`src/rtl/keypad_pkg.sv`:
```
// ----------------------------------------------------------------------------
// keypad_pkg : shared key width, key range and debounce FSM encoding
// Revision   : 1.0
// ----------------------------------------------------------------------------
`default_nettype none

package keypad_pkg;

   localparam int KEY_W   = 4;
   localparam int KEY_MAX = 9;

   typedef enum logic [1:0] {
      IDLE       = 2'd0,
      PRESS_DB   = 2'd1,
      HELD       = 2'd2,
      RELEASE_DB = 2'd3
   } kp_state_t;

endpackage

`default_nettype wire

```
`src/rtl/keypad_debounce.sv`:
```
// ----------------------------------------------------------------------------
// keypad_debounce : 2-flop synchronizer plus press/release debounce FSM;
//                   emits a one-cycle accept strobe with the accepted digit
// Revision        : 1.0
// ----------------------------------------------------------------------------
`default_nettype none

module keypad_debounce
   import keypad_pkg::*;
#(
   parameter int DEBOUNCE_CYCLES = 4
) (
   input  logic             clk,
   input  logic             reset,
   input  logic             i_valid,
   input  logic [KEY_W-1:0] i_number,
   output logic             o_accept,
   output logic [KEY_W-1:0] o_accept_digit
);

   localparam int CNT_W = (DEBOUNCE_CYCLES > 1) ? $clog2(DEBOUNCE_CYCLES) : 1;
   localparam logic [CNT_W-1:0] C_CNT_LAST = CNT_W'(DEBOUNCE_CYCLES - 1);

   logic             r_valid_m, r_valid_s;
   logic [KEY_W-1:0] r_num_m, r_num_s;
   kp_state_t        r_state, w_state_nxt;
   logic [CNT_W-1:0] r_cnt, w_cnt_nxt;
   logic [KEY_W-1:0] r_cand, w_cand_nxt;
   logic             w_kv;

   // Codes above KEY_MAX are decoder noise and count as "no key"
   assign w_kv = r_valid_s && (r_num_s <= KEY_W'(KEY_MAX));

   always_ff @(posedge clk) begin
      if (reset) begin
         r_valid_m <= 1'b0;
         r_valid_s <= 1'b0;
         r_num_m   <= '0;
         r_num_s   <= '0;
         r_state   <= IDLE;
         r_cnt     <= '0;
         r_cand    <= '0;
      end else begin
         r_valid_m <= i_valid;
         r_valid_s <= r_valid_m;
         r_num_m   <= i_number;
         r_num_s   <= r_num_m;
         r_state   <= w_state_nxt;
         r_cnt     <= w_cnt_nxt;
         r_cand    <= w_cand_nxt;
      end
   end

   always_comb begin
      w_state_nxt = r_state;
      w_cnt_nxt   = r_cnt;
      w_cand_nxt  = r_cand;
      o_accept    = 1'b0;
      case (r_state)
         IDLE: begin
            if (w_kv) begin
               w_cand_nxt  = r_num_s;
               w_cnt_nxt   = '0;
               w_state_nxt = PRESS_DB;
            end
         end
         PRESS_DB: begin
            if (!w_kv || (r_num_s != r_cand)) begin
               w_state_nxt = IDLE;
            end else if (r_cnt == C_CNT_LAST) begin
               w_state_nxt = HELD;
               o_accept    = 1'b1;
            end else begin
               w_cnt_nxt = r_cnt + 1'b1;
            end
         end
         HELD: begin
            // No auto-repeat: value changes while held are ignored
            if (!w_kv) begin
               w_cnt_nxt   = '0;
               w_state_nxt = RELEASE_DB;
            end
         end
         RELEASE_DB: begin
            if (w_kv) begin
               w_state_nxt = HELD;
            end else if (r_cnt == C_CNT_LAST) begin
               w_state_nxt = IDLE;
            end else begin
               w_cnt_nxt = r_cnt + 1'b1;
            end
         end
         default: w_state_nxt = IDLE;
      endcase
   end

   assign o_accept_digit = r_cand;

endmodule

`default_nettype wire

```
`src/rtl/keypad_entry.sv`:
```
// ----------------------------------------------------------------------------
// keypad_entry : debounced keypad digits shifted into a BCD entry buffer,
//                handed downstream with a ready/ack handshake
// Revision     : 1.0
// ----------------------------------------------------------------------------
`default_nettype none

module keypad_entry
   import keypad_pkg::*;
#(
   parameter int NUM_DIGITS      = 4,
   parameter int DEBOUNCE_CYCLES = 4
) (
   input  logic                               clk,
   input  logic                               reset,
   input  logic                               valid,
   input  logic [KEY_W-1:0]                   number,
   input  logic                               ack,
   output logic [KEY_W*NUM_DIGITS-1:0]        digits,
   output logic [$clog2(NUM_DIGITS+1)-1:0]    count,
   output logic                               ready,
   output logic                               key_event,
   output logic                               dropped
);

   localparam int BUF_W = KEY_W * NUM_DIGITS;
   localparam int CNT_W = $clog2(NUM_DIGITS + 1);

   logic             w_accept;
   logic [KEY_W-1:0] w_accept_digit;

   logic [BUF_W-1:0] r_digits;
   logic [CNT_W-1:0] r_count;
   logic             r_ready;
   logic             r_key_event;
   logic             r_dropped;

   logic             w_clear;
   logic [BUF_W-1:0] w_base_digits;
   logic [CNT_W-1:0] w_base_count;
   logic [BUF_W-1:0] w_shifted;
   logic [CNT_W-1:0] w_count_inc;

   keypad_debounce #(
      .DEBOUNCE_CYCLES (DEBOUNCE_CYCLES)
   ) u_debounce (
      .clk            (clk),
      .reset          (reset),
      .i_valid        (valid),
      .i_number       (number),
      .o_accept       (w_accept),
      .o_accept_digit (w_accept_digit)
   );

   // A same-cycle ack empties the buffer before the new digit lands
   assign w_clear       = ack && r_ready;
   assign w_base_digits = w_clear ? '0 : r_digits;
   assign w_base_count  = w_clear ? '0 : r_count;
   assign w_count_inc   = w_base_count + 1'b1;

   generate
      if (NUM_DIGITS == 1) begin : g_load
         assign w_shifted = w_accept_digit;
      end else begin : g_shift
         assign w_shifted = {w_base_digits[BUF_W-KEY_W-1:0], w_accept_digit};
      end
   endgenerate

   always_ff @(posedge clk) begin
      if (reset) begin
         r_digits    <= '0;
         r_count     <= '0;
         r_ready     <= 1'b0;
         r_key_event <= 1'b0;
         r_dropped   <= 1'b0;
      end else begin
         r_key_event <= 1'b0;
         r_dropped   <= 1'b0;
         if (w_accept && r_ready && !ack) begin
            r_dropped <= 1'b1;
         end else if (w_accept) begin
            r_digits    <= w_shifted;
            r_count     <= w_count_inc;
            r_ready     <= (w_count_inc == CNT_W'(NUM_DIGITS));
            r_key_event <= 1'b1;
         end else if (w_clear) begin
            r_digits <= '0;
            r_count  <= '0;
            r_ready  <= 1'b0;
         end
      end
   end

   assign digits    = r_digits;
   assign count     = r_count;
   assign ready     = r_ready;
   assign key_event = r_key_event;
   assign dropped   = r_dropped;

endmodule

`default_nettype wire

```
`config.mk`:
```
export PLATFORM = sky130hd
export DESIGN_NAME = keypad_entry
export DESIGN_NICKNAME = d
export VERILOG_FILES = /design/src/rtl/keypad_pkg.sv /design/src/rtl/keypad_debounce.sv /design/src/rtl/keypad_entry.sv
export SDC_FILE = /design/constraint.sdc
export NUM_CORES = 1
export LEC_CHECK = 0
export ABC_AREA = 1
export BUFFER_PORTS_ARGS = -buffer_cell sky130_fd_sc_hd__buf_2
export CORE_AREA = 2 2 63 65
export DETAILED_ROUTE_END_ITERATION = 8
export DIE_AREA = 0 0 65 67
export PLACE_DENSITY = 0.71
export SYNTH_ARGS = -nofsm -noshare
export SYNTH_HDL_FRONTEND = slang
export SYNTH_HIERARCHICAL = 1
export SYNTH_SLANG_ARGS = --single-unit
```
`constraint.sdc`:
```
create_clock -name clk -period 1.58 [get_ports clk]
set_input_delay 0.158 -clock clk [delete_from_list [all_inputs] [get_ports clk]]
set_output_delay 0.158 -clock clk [all_outputs]
set_load 0.02 [all_outputs]
```
==> results of run 1 <==
[worst reg2reg max path, stage by stage, from the launching register on]
cell and delay (ns):
dfxtp_2 0.38, inv_2 0.04, nand2_1 0.07, nand2_2 0.05
nor2_2 0.11, and2_4 0.14, nand4_1 0.12, inv_2 0.13
buf_6 0.12, nand2_8 0.07, buf_4 0.15, o32ai_1 0.20
[area by class of cell]
| type | count | area, um2 | area share, % |
|---|---|---|---|
| Sequential cell | 40 | 812 | 35.1 |
| Inverter | 49 | 191 | 8.27 |
| Clock inverter | 3 | 42.5 | 1.84 |
| Multi-Input combinational cell | 136 | 813 | 35.2 |
| Clock buffer | 5 | 68.8 | 2.97 |
| Timing Repair Buffer | 52 | 325 | 14.1 |
| Tap cell | 48 | 60.1 | 2.60 |
[cell usage in the layout, fill, tap and decap left out, drive strengths merged]
cell / Yosys / routed
o21ai: 15 / 15
o22ai: 8 / 8
nor2: 22 / 22
clkinv: 0 / 1
nand4: 2 / 2
and2: 2 / 2
o211ai: 1 / 1
ha: 3 / 3
nand2: 53 / 53
clkinvlp: 0 / 1
nand3: 15 / 16
bufinv: 0 / 1
buf: 6 / 52
a21oi: 11 / 11
o32ai: 3 / 3
clkbuf: 0 / 5
inv: 49 / 49
dfxtp: 40 / 40
[path summary, 6_finish.rpt]
| kind | from | endpoint | slack (ns) |
|---|---|---|---|
| setup / recovery | u_debounce/o_accept_digit[2]$_SDFFE_PP0P_ | digits[15]$_SDFFE_PP0P_ | -0.09 |
| hold / removal | number[2] | u_debounce/r_num_m[2]$_SDFF_PP0_ | 0.07 |
| setup reg to reg | u_debounce/o_accept_digit[2]$_SDFFE_PP0P_ | digits[15]$_SDFFE_PP0P_ | -0.09 |
| hold reg to reg | u_debounce/r_num_m[3]$_SDFF_PP0_ | u_debounce/r_num_s[3]$_SDFF_PP0_ | 0.40 |
[sequential cells by signal (all words and copies together) (netlist names), 2 cells and up]
name                       cells
digits                        16
u_debounce/o_accept_digit      4
u_debounce/r_cnt               2
count                          3
u_debounce/r_num_s             4
u_debounce/r_num_m             4
u_debounce/r_state             2
[metrics by stage]
| stage | setup TNS, ns | worst slack (ns) |
|---|---|---|
| floorplan | 0 | 0.00311 |
| global placement | -0.827 | -0.0644 |
| detailed placement | -1.59 | -0.152 |
| CTS | -0.0122 | -0.00475 |
| global route | -2.25 | -0.175 |
| finish | -0.474 | -0.0916 |
[power breakdown]
| part | switching, mW | internal (mW) | total [mW] |
|---|---|---|---|
| combinational | 0.0844 | 0.0707 | 0.155 |
| sequential | 0.0132 | 1.03 | 1.04 |
| clock | 0.352 | 0.467 | 0.819 |
| total | 0.450 | 1.57 | 2.02 |
[repair_timing]
| item | in CTS | in global routing |
|---|---|---|
| endpoints found under the setup margin | 19 | 21 |
| setup buffers | 1 | 1 |
| pin swaps | 2 | 8 |
| resized for setup | 10 | 34 |
| cloned | 0 | 1 |
[kinds of logic after synthesis]
| family | synth area share [%] |
|---|---|
| fa+ha+maj | 2.19 |
| buf+inv | 13.3 |
| compound gates | 12.5 |
| simple gates | 25.5 |
| flops | 46.6 |
[metal layers]
metal	track usage [%]	part of all wire (%)	wire length, um
met5	0	0	0
met4	7.71	1.5	55
met3	4.22	6.1	218
met2	28.9	49	1760
met1	19.5	43	1540
==> run_results.csv, run 1 <==
group,metric,value,unit
timing,relSlewSlack,83.5,%
final_layout,final_area,0.00231,mm2
timing,finalClockSkew,0.0143,ns
floorplanning,start_util,47.6,%
synth,synth_area,0.00172,mm2
hold_path,hp-class,"input port to flip-flop",
power_and_ir_drop,p_leak,1.06,nW
floorplanning,num_io_pins,30,
floorplanning,core,0.00361,mm2
clock_tree,clk_latency,0.30,ns
detailed_routing,drcViolationCount,0,
timing,fin_crit,1.67,ns
synth,synth_largest_area_cell,"dfxtp_1",
detailed_routing,routed_wl,3.58,mm
floorplanning,fp-row-count,22,
critical_path,cp_num_buf_inv,4,
clock_tree,cts_buffers,5,
synth,ys_types,24,
final_layout,fin_nets,295,
timing,finalSetupViolations,12,
detailed_routing,drtIter0Drc,72,
global_routing,grt_pass1_vias,1363,
timing,hold_ws,0.0655,ns
detailed_routing,firstDrtPassIters,4,
clock_tree,htreeDepth,2,
final_layout,n_fill_cell,307,
synth,synth.most_common_cell,"nand2_1",
critical_path,critical_path.max_fanout,8,
detailed_routing,ant_nets,0,
synth,synthCells,230,
timing,hold_violations,0,
synth,synth_top_area_share,46.6,%
detailed_routing,vias,1552,
critical_path,required,1.79,ns
timing,worstMarginPinSlew,0.245,ns
placed_design,dp.cells,322,
floorplanning,fp.dieH,67,um
timing,rsz0062_at_grt,"true",
synth,yosys_warnings,6,
critical_path,cp_slowest_cell,"dfxtp_2",
global_routing,grt_usage,16.8,%
floorplanning,die_area,0.00436,mm2
final_layout,drive_above_1_share,37.5,%
clock_tree,postCtsHoldBufs,0,
critical_path,critPathTopFamily,"simple AND/OR/NAND/NOR gates",
final_layout,utilization,64.2,%
clock_tree,cts-root-buf,"clkbuf_8",
final_layout,instances_no_fill,333,
critical_path,cp-end-kind,"flip-flop",
synth,synth-seq-cells,40,
timing,setup_ws,-0.0916,ns
synth,yosys-top-cells-count,"nand2_1, inv_1, dfxtp_1, nor2_1, o21ai_0",
detailed_routing,viasPerCell,4.66,
clock_tree,cts_tree,"yes",
power_and_ir_drop,peakVddDrop,0.739,mV
global_routing,grt_start_max_net_pins,14,
timing,post-route-period-util,106,%
final_layout,area_growth,34.7,%
run_status,status,"complete, but fails checks",
placed_design,place.port_buffers,29,
timing,clock.fmax,598,MHz
global_routing,gr-total-overflow,0,
detailed_routing,avgRoutedWirePerCell,10.7,um
clock_tree,cts.path.max_buffers,2,
global_routing,grt_pass1_wl,5.62,mm
synth,yosys-top-cells-area,"dfxtp_1, nand2_1, inv_1",
critical_path,cp.depth,11,
critical_path,path_cells,"inv_2 > nand2_1 > nand2_2 > nor2_2 > and2_4 > nand4_1 > inv_2 > buf_6 > nand2_8 > buf_4 > o32ai_1",
synth,avgSynthCellArea,7.47,um2
critical_path,critPathMaxStageDelay,0.38,ns
hold_path,hold_depth,3,
critical_path,crit_path_frequent_cell,"inv_2",
synth,synth-edff-count,0,
synth,ys.flop_type,"dfxtp_1",
synth,synthesis.nets,241,
timing,slew_violations,0,
placed_design,gp_congestion,0.860,
synth,synth-seq-area-share,46.6,%
placed_design,place_area,0.00205,mm2
power_and_ir_drop,p_total,2.02,mW
critical_path,crit_path_start_kind,"flip-flop",
global_routing,grt_antenna_before_repair,0,
power_and_ir_drop,power.density,872,mW/mm2
critical_path,worstPathArrival,1.88,ns
critical_path,crit_type,"flip-flop to flip-flop",
critical_path,rr_worst_depth,11,
final_layout,antenna_cells,0,
run_status,violations,"negative setup slack",
floorplanning,die_x,65,um
placed_design,hpwl,2.44,mm
clock_tree,clkTransAtPathRegs,0.09,ns
clock_tree,clock_sinks,40,
run,drv_cap,0,
synth,synth-async-reset-ratio,0,%
Note: power is estimated with default switching activity, not from simulation.
==> run 2: changes to the inputs <==
--- a/config.mk
+++ b/config.mk
@@ -7,11 +7,10 @@
 export LEC_CHECK = 0
 export ABC_AREA = 1
 export BUFFER_PORTS_ARGS = -buffer_cell sky130_fd_sc_hd__buf_2
-export CORE_AREA = 2 2 63 65
+export CORE_AREA = 2 2 65 67
 export DETAILED_ROUTE_END_ITERATION = 8
-export DIE_AREA = 0 0 65 67
-export PLACE_DENSITY = 0.71
+export DIE_AREA = 0 0 67 69
+export PLACE_DENSITY = 0.72
 export SYNTH_ARGS = -nofsm -noshare
 export SYNTH_HDL_FRONTEND = slang
-export SYNTH_HIERARCHICAL = 1
 export SYNTH_SLANG_ARGS = --single-unit
==> run 2 against run 1 <==
Effect of this change: the flow now finishes without violations; critical path type unchanged; via count up 14%; sequential share of layout area down 0.23 points; cell area up 0.81%; largest power group unchanged; largest cell class unchanged.
==> run_results.csv, run 2 <==
group,metric,value,unit
run_status,status,"finished clean",
hold_path,hp-class,"input port to flip-flop",
detailed_routing,ant_nets,0,
final_layout,most-common-layout-cells,"nand2_1, inv_1, dfxtp_1, buf_2, nor2_1",
floorplanning,start_util,48.2,%
timing,fin_crit,1.55,ns
power_and_ir_drop,p_total,2.21,mW
floorplanning,fp-row-count,23,
global_routing,grt_pass1_vias,1570,
placed_design,place_area,0.00213,mm2
global_routing,grt_pass1_wl,6.57,mm
synth,avgSynthCellArea,6.79,um2
placed_design,hpwl,2.68,mm
synth,yosys-top-cells-area,"dfxtp_1, nand2_1, inv_1",
final_layout,largest_reg_flops,16,
critical_path,crit_path_start_kind,"flip-flop",
synth,synth-async-reset-ratio,0,%
final_layout,fin_nets,333,
final_layout,final_area,0.00233,mm2
critical_path,crit_path_frequent_cell,"nand2_1",
final_layout,drive_above_1_share,25.7,%
timing,finalSetupViolations,0,
clock_tree,cts_tree,"yes",
placed_design,dp_slack,-0.0126,ns
timing,fin_tns_setup,0,ns
critical_path,critical_path.max_fanout,14,
clock_tree,cts_buffers,5,
detailed_routing,avgRoutedWirePerCell,10.4,um
detailed_routing,vias,1763,
clock_tree,clock_sinks,40,
global_routing,grt_start_max_net_pins,20,
global_routing,gr-total-overflow,0,
critical_path,required,1.77,ns
critical_path,ff2ff_setup_slack,0.03,ns
placed_design,dp.cells,357,
clock_tree,cts.path.max_buffers,2,
placed_design,place.port_buffers,29,
timing,clock.fmax,646,MHz
critical_path,crit_type,"flip-flop to flip-flop",
critical_path,critPathLaunch,"u_debounce.r_num_s[2]$_SDFF_PP0_",
timing,slew_violations,0,
floorplanning,num_io_pins,30,
run,drv_cap,0,
synth,yosys_warnings,0,
critical_path,cp-end-kind,"flip-flop",
clock_tree,clk_latency,0.29,ns
placed_design,gp_congestion,0.753,
critical_path,cp_num_buf_inv,2,
timing,finalClockSkew,0.00153,ns
detailed_routing,drtIter0Drc,126,
floorplanning,die_area,0.00462,mm2
floorplanning,core,0.00391,mm2
timing,relSlewSlack,80.5,%
timing,worstMarginPinSlew,0.291,ns
synth,synthesis.nets,289,
synth,synth-seq-cells,40,
synth,synth.most_common_cell,"nand2_1",
detailed_routing,routed_wl,3.89,mm
power_and_ir_drop,peakVddDrop,0.760,mV
synth,ys.flop_type,"dfxtp_1",
detailed_routing,drcViolationCount,0,
synth,yosys-top-cells-count,"nand2_1, dfxtp_1, inv_1, nor2_1, nand3_1",
critical_path,r2r_start,"u_debounce.r_num_s[2]$_SDFF_PP0_",
critical_path,worst_r2r_endpoint,"digits[0]$_SDFFE_PP0N_",
synth,ys_types,26,
critical_path,rr_worst_depth,11,
floorplanning,fp.dieH,69,um
synth,synth_area,0.00189,mm2
final_layout,instances_no_fill,373,
power_and_ir_drop,power.density,949,mW/mm2
detailed_routing,firstDrtPassIters,4,
critical_path,crit_end,"digits[0]$_SDFFE_PP0N_",
critical_path,cp_slowest_cell,"dfxtp_2",
timing,setup_ws,0.0315,ns
floorplanning,die_x,67,um
final_layout,final_common_cell,"nand2_1",
critical_path,worstPathArrival,1.74,ns
critical_path,critPathMaxStageDelay,0.35,ns
clock_tree,cts-root-buf,"clkbuf_8",
synth,synth_largest_area_cell,"dfxtp_1",
critical_path,critPathTopFamily,"simple AND/OR/NAND/NOR gates",
critical_path,path_cells,"nor2_4 > nor2_2 > nor2_2 > buf_4 > nand3_2 > nor2_4 > nand3_2 > nand2_1 > inv_4 > nand2_1 > nand2_1",
synth,synth-edff-count,0,
synth,synth_top_area_share,42.4,%
clock_tree,clkTransAtPathRegs,0.07,ns
final_layout,area_growth,23.6,%
synth,synth-seq-area-share,42.4,%
global_routing,grt_usage,18.1,%
critical_path,cp.depth,11,
final_layout,antenna_cells,0,
power_and_ir_drop,p_leak,1.15,nW
synth,synthCells,278,
timing,rsz0062_at_grt,"true",
timing,hold_violations,0,
timing,post-route-period-util,98.0,%
clock_tree,htreeDepth,2,
global_routing,grt_antenna_before_repair,0,
detailed_routing,viasPerCell,4.73,
==> run 2: cell types whose count changed after synthesis, moves of 3 or more <==
| cell | previous run | this run |
|---|---|---|
| clkbuf_1 | 0 | 3 |
| inv_1 | 47 | 33 |
| nand2_1 | 50 | 101 |
| nand3_1 | 11 | 15 |
| nand4_1 | 2 | 6 |
| nor2_1 | 17 | 29 |
| nor2_4 | 2 | 5 |
| o21ai_0 | 15 | 7 |
| o21ai_1 | 0 | 4 |
| o22ai_1 | 8 | 1 |
| o32ai_1 | 3 | 0 |
==> run 2: worst min-delay path by stage <==
stage	from	endpoint	slack, ns	cells past startpoint
after floorplan	number[0]	u_debounce.r_num_m[0]$_SDFF_PP0_	0.26	2
after global placement	number[0]	u_debounce.r_num_m[0]$_SDFF_PP0_	0.36	3
after detailed placement	valid	u_debounce.r_valid_m$_SDFF_PP0_	0.37	3
after CTS	valid	u_debounce.r_valid_m$_SDFF_PP0_	0.06	3
after global routing	number[1]	u_debounce.r_num_m[1]$_SDFF_PP0_	0.05	3
final	valid	u_debounce.r_valid_m$_SDFF_PP0_	0.06	3
==> run 2: cell type report <==
cell class | instances | area [um2]
flip-flops and latches | 40 | 813
well taps | 50 | 62.6
multi-input cells | 192 | 923
clock buffers | 8 | 90.1
fillers | 360 | 1580
repair buffers | 46 | 302
inverters | 37 | 141
==> run 2: cell families after synthesis <==
| group | count (synthesis) | share of synthesized area [%] |
|---|---|---|
| AOI/OAI and AO/OA | 23 | 6.30 |
| xor gates and xnor gates | 1 | 0.464 |
| adders and majority gates | 3 | 1.99 |
| buffers and inverters | 46 | 9.95 |
| DFF | 40 | 42.4 |
| and+or+nand+nor | 165 | 38.9 |
==> run 2: worst register-to-register path, delay by kind of cell, from the launching register on <==
kind / cells / cell delay [ns]
buffers and inverters: 2 / 0.23
flip-flops: 1 / 0.35
AND/OR/NAND/NOR: 9 / 0.87
==> run 2: layer usage <==
| layer | vias up | track usage (%) | part of all wire (%) |
|---|---|---|---|
| li1 | 941 | - | - |
| met1 | 783 | 21.7 | 46 |
| met2 | 35 | 29.3 | 48 |
| met3 | 4 | 6.20 | 4.8 |
| met4 | 0 | 6.80 | 1.2 |
| met5 | - | 0 | 0 |
==> run 2: power breakdown <==
group | switching, mW | internal, mW
sequential | 0.0588 | 1.07
combinational | 0.236 | 0.150
clock | 0.341 | 0.356
total | 0.636 | 1.58
==> run 2: repair_timing <==
action,4_1_cts,5_1_grt
buffers inserted,4,4
pin swaps,2,10
setup endpoints to repair,12,25
gates cloned,0,0
hold buffers,0,0
resized for setup,0,19
==> run 2: stage by stage <==
stage / hold slack (ns) / util (%)
2_1_floorplan: 0.265 / -
3_3_place_gp: 0.356 / 54.3
3_5_place_dp: 0.368 / 54.3
4_1_cts: 0.0570 / 57.7
5_1_grt: 0.0536 / 59.6
6_report: 0.0626 / 59.6
==> run 3: changes to the inputs <==
--- a/config.mk
+++ b/config.mk
@@ -6,11 +6,11 @@
 export NUM_CORES = 1
 export LEC_CHECK = 0
 export ABC_AREA = 1
-export BUFFER_PORTS_ARGS = -buffer_cell sky130_fd_sc_hd__buf_2
-export CORE_AREA = 2 2 65 67
+export CORE_AREA = 2 2 62 64
 export DETAILED_ROUTE_END_ITERATION = 8
-export DIE_AREA = 0 0 67 69
-export PLACE_DENSITY = 0.72
+export DIE_AREA = 0 0 64 66
+export DONT_BUFFER_PORTS = 1
+export PLACE_DENSITY = 0.71
 export SYNTH_ARGS = -nofsm -noshare
 export SYNTH_HDL_FRONTEND = slang
 export SYNTH_SLANG_ARGS = --single-unit
==> run 3 against run 2 <==
Effect of this change: the run now ends with negative setup slack left; worst setup slack lost 0.091 ns; sequential power about the same; combinational power rose by 12%; clock-buffer cell count fell by 2.
==> run_results.csv, run 3 (same netlist as run 2, synthesis figures left out) <==
group,metric,value,unit
run_status,status,"complete, but fails checks",
run_status,violations,"negative setup slack",
power_and_ir_drop,p_leak,1.06,nW
clock_tree,cts_tree,"yes",
clock_tree,clk_latency,0.35,ns
hold_path,hp-start,"ack",
timing,hold_ws,0.0921,ns
timing,setup_ws,-0.0598,ns
power_and_ir_drop,peakVddDrop,0.758,mV
timing,fin_tns_setup,-0.259,ns
final_layout,utilization,65.4,%
floorplanning,fp-row-count,22,
clock_tree,clock_sinks,40,
critical_path,rr_worst_depth,12,
detailed_routing,drcViolationCount,0,
critical_path,critPathMaxStageDelay,0.40,ns
global_routing,grt_pass1_vias,1561,
detailed_routing,met3_length,199,um
critical_path,critical_path.max_fanout,9,
critical_path,r2r_start,"u_debounce.r_num_s[1]$_SDFF_PP0_",
floorplanning,num_io_pins,30,
timing,finalClockSkew,0.0118,ns
final_layout,area_growth,23.1,%
power_and_ir_drop,power.density,962,mW/mm2
clock_tree,cts_buffers,5,
timing,post-route-period-util,104,%
global_routing,grt_pass1_wl,6.95,mm
detailed_routing,drtIter0Drc,241,
timing,finalSetupViolations,10,
detailed_routing,avgRoutedWirePerCell,12.2,um
clock_tree,cts-root-buf,"clkbuf_4",
detailed_routing,firstDrtPassIters,4,
detailed_routing,route.met2.wl,2.28,mm
detailed_routing,ant_nets,0,
hold_path,hold_depth,3,
placed_design,place.port_buffers,0,
timing,worstMarginPinSlew,0.462,ns
detailed_routing,routed_wl,4.30,mm
critical_path,crit_type,"flip-flop to flip-flop",
global_routing,grt_antenna_before_repair,0,
clock_tree,clkTransAtPathRegs,0.12,ns
placed_design,dp_slack,-0.0319,ns
critical_path,crit_path_frequent_cell,"nand2_1",
timing,fin_crit,1.64,ns
critical_path,worst_r2r_endpoint,"digits[9]$_SDFFE_PP0N_",
timing,clock.fmax,610,MHz
floorplanning,start_util,53.1,%
final_layout,n_fill_cell,302,
placed_design,gp_congestion,0.819,
timing,hold_violations,0,
detailed_routing,top_layer_used,"met4",
floorplanning,die_x,64,um
critical_path,crit_path_start_kind,"flip-flop",
floorplanning,die_area,0.00422,mm2
final_layout,antenna_cells,0,
critical_path,ff2ff_setup_slack,-0.06,ns
floorplanning,fp.dieH,66,um
timing,slew_violations,0,
final_layout,drive_above_1_share,21.6,%
final_layout,largest_reg_flops,16,
global_routing,grt_start_max_net_pins,21,
global_routing,grt_usage,21.1,%
critical_path,cp-end-kind,"flip-flop",
floorplanning,core,0.00355,mm2
timing,rsz0062_at_grt,"true",
final_layout,most-common-layout-cells,"nand2_1, dfxtp_1, inv_1, nor2_1",
placed_design,hpwl,2.64,mm
hold_path,hp-class,"input port to flip-flop",
critical_path,required,1.84,ns
final_layout,final_common_cell,"nand2_1",
final_layout,fin_nets,316,
hold_path,worst_hold_path.endpoint,"ready$_SDFFE_PP0P_",
detailed_routing,viasPerCell,5.06,
clock_tree,cts.path.max_buffers,2,
critical_path,path_cells,"inv_2 > nand2_1 > nand2_1 > nor2_2 > inv_2 > nor2_4 > buf_4 > nand3_4 > nand3_1 > nand2_1 > nand2_1 > nand2_1",
detailed_routing,vias,1790,
critical_path,cp_slowest_cell,"dfxtp_4",
timing,relSlewSlack,69.1,%
clock_tree,htreeDepth,2,
detailed_routing,drt-met1-wl,1.78,mm
run,drv_cap,0,
global_routing,gr-total-overflow,0,
critical_path,worstPathArrival,1.90,ns
[run 3: changes by cell type in the layout (fill, tap and decap cells not counted), sizes merged]
| cell | previous run | this run |
|---|---|---|
| clkinv | 0 | 1 |
| clkbuf | 8 | 6 |
| bufinv | 0 | 1 |
| buf | 46 | 16 |
| dlygate4sd3 | 0 | 11 |
| nor2 | 37 | 38 |
| nand3 | 18 | 19 |
[run 3: how the worst max path moves through the flow]
stage	start	endpoint	slack, ns	cells past startpoint
after CTS	u_debounce.r_num_s[1]$_SDFF_PP0_	count[2]$_SDFFE_PP0N_	-0.01	10
after global routing	u_debounce.o_accept_digit[0]$_SDFFE_PP0P_	digits[8]$_SDFFE_PP0N_	-0.17	12
final	u_debounce.r_num_s[1]$_SDFF_PP0_	digits[9]$_SDFFE_PP0N_	-0.06	12
after global placement	u_debounce.o_accept_digit[1]$_SDFFE_PP0P_	digits[9]$_SDFFE_PP0N_	-0.004	12
after floorplan	ready$_SDFFE_PP0P_	count[2]$_SDFFE_PP0N_	0.08	11
after detailed placement	u_debounce.r_num_s[1]$_SDFF_PP0_	digits[9]$_SDFFE_PP0N_	-0.03	11
[run 3: layout make-up]
| type | instances | area [um2] | share of cell area (%) |
|---|---|---|---|
| multi-input combinational | 194 | 983 | 42.3 |
| timing repair buffer | 27 | 246 | 10.6 |
| clock inverter | 2 | 35.0 | 1.51 |
| tap | 48 | 60.1 | 2.59 |
| sequential | 40 | 815 | 35.1 |
| inverter | 37 | 141 | 6.09 |
| clock buffer | 6 | 41.3 | 1.78 |
[run 3: critical path: cells and delay by family, from the launching register on]
family	cells	cell delay (ns)
buffers and inverters	3	0.27
flip-flops	1	0.40
AND/OR/NAND/NOR	9	0.87
[run 3: layer usage]
layer / track usage (%) / up-vias
met4: 10.1 / 0
met2: 35.4 / 46
met5: 0 / -
met1: 25.2 / 820
li1: - / 920
met3: 5.45 / 4
[run 3: power breakdown]
part	total (mW)	internal (mW)	switching, mW
registers	1.14	1.07	0.0648
clock network	0.664	0.332	0.332
logic	0.433	0.158	0.276
total	2.23	1.56	0.672
[run 3: timing repair]
action | in CTS | in global routing
hold buffers | 10 | 1
gates resized for setup | 3 | 29
buffers inserted | 3 | 4
gates cloned | 1 | 1
setup endpoints to repair | 12 | 24
hold endpoints to repair | 19 | 9
pin swaps | 3 | 25
[run 3: per-stage QoR]
step | cell area, um2 | power, mW | std cells
2_1_floorplan | 1890 | 1.44 | 278
6_report | 2320 | 2.23 | 354
4_1_cts | 2200 | 2.19 | 349
3_3_place_gp | 1990 | 1.49 | 327
3_5_place_dp | 1990 | 1.50 | 327
5_1_grt | 2320 | 2.36 | 354
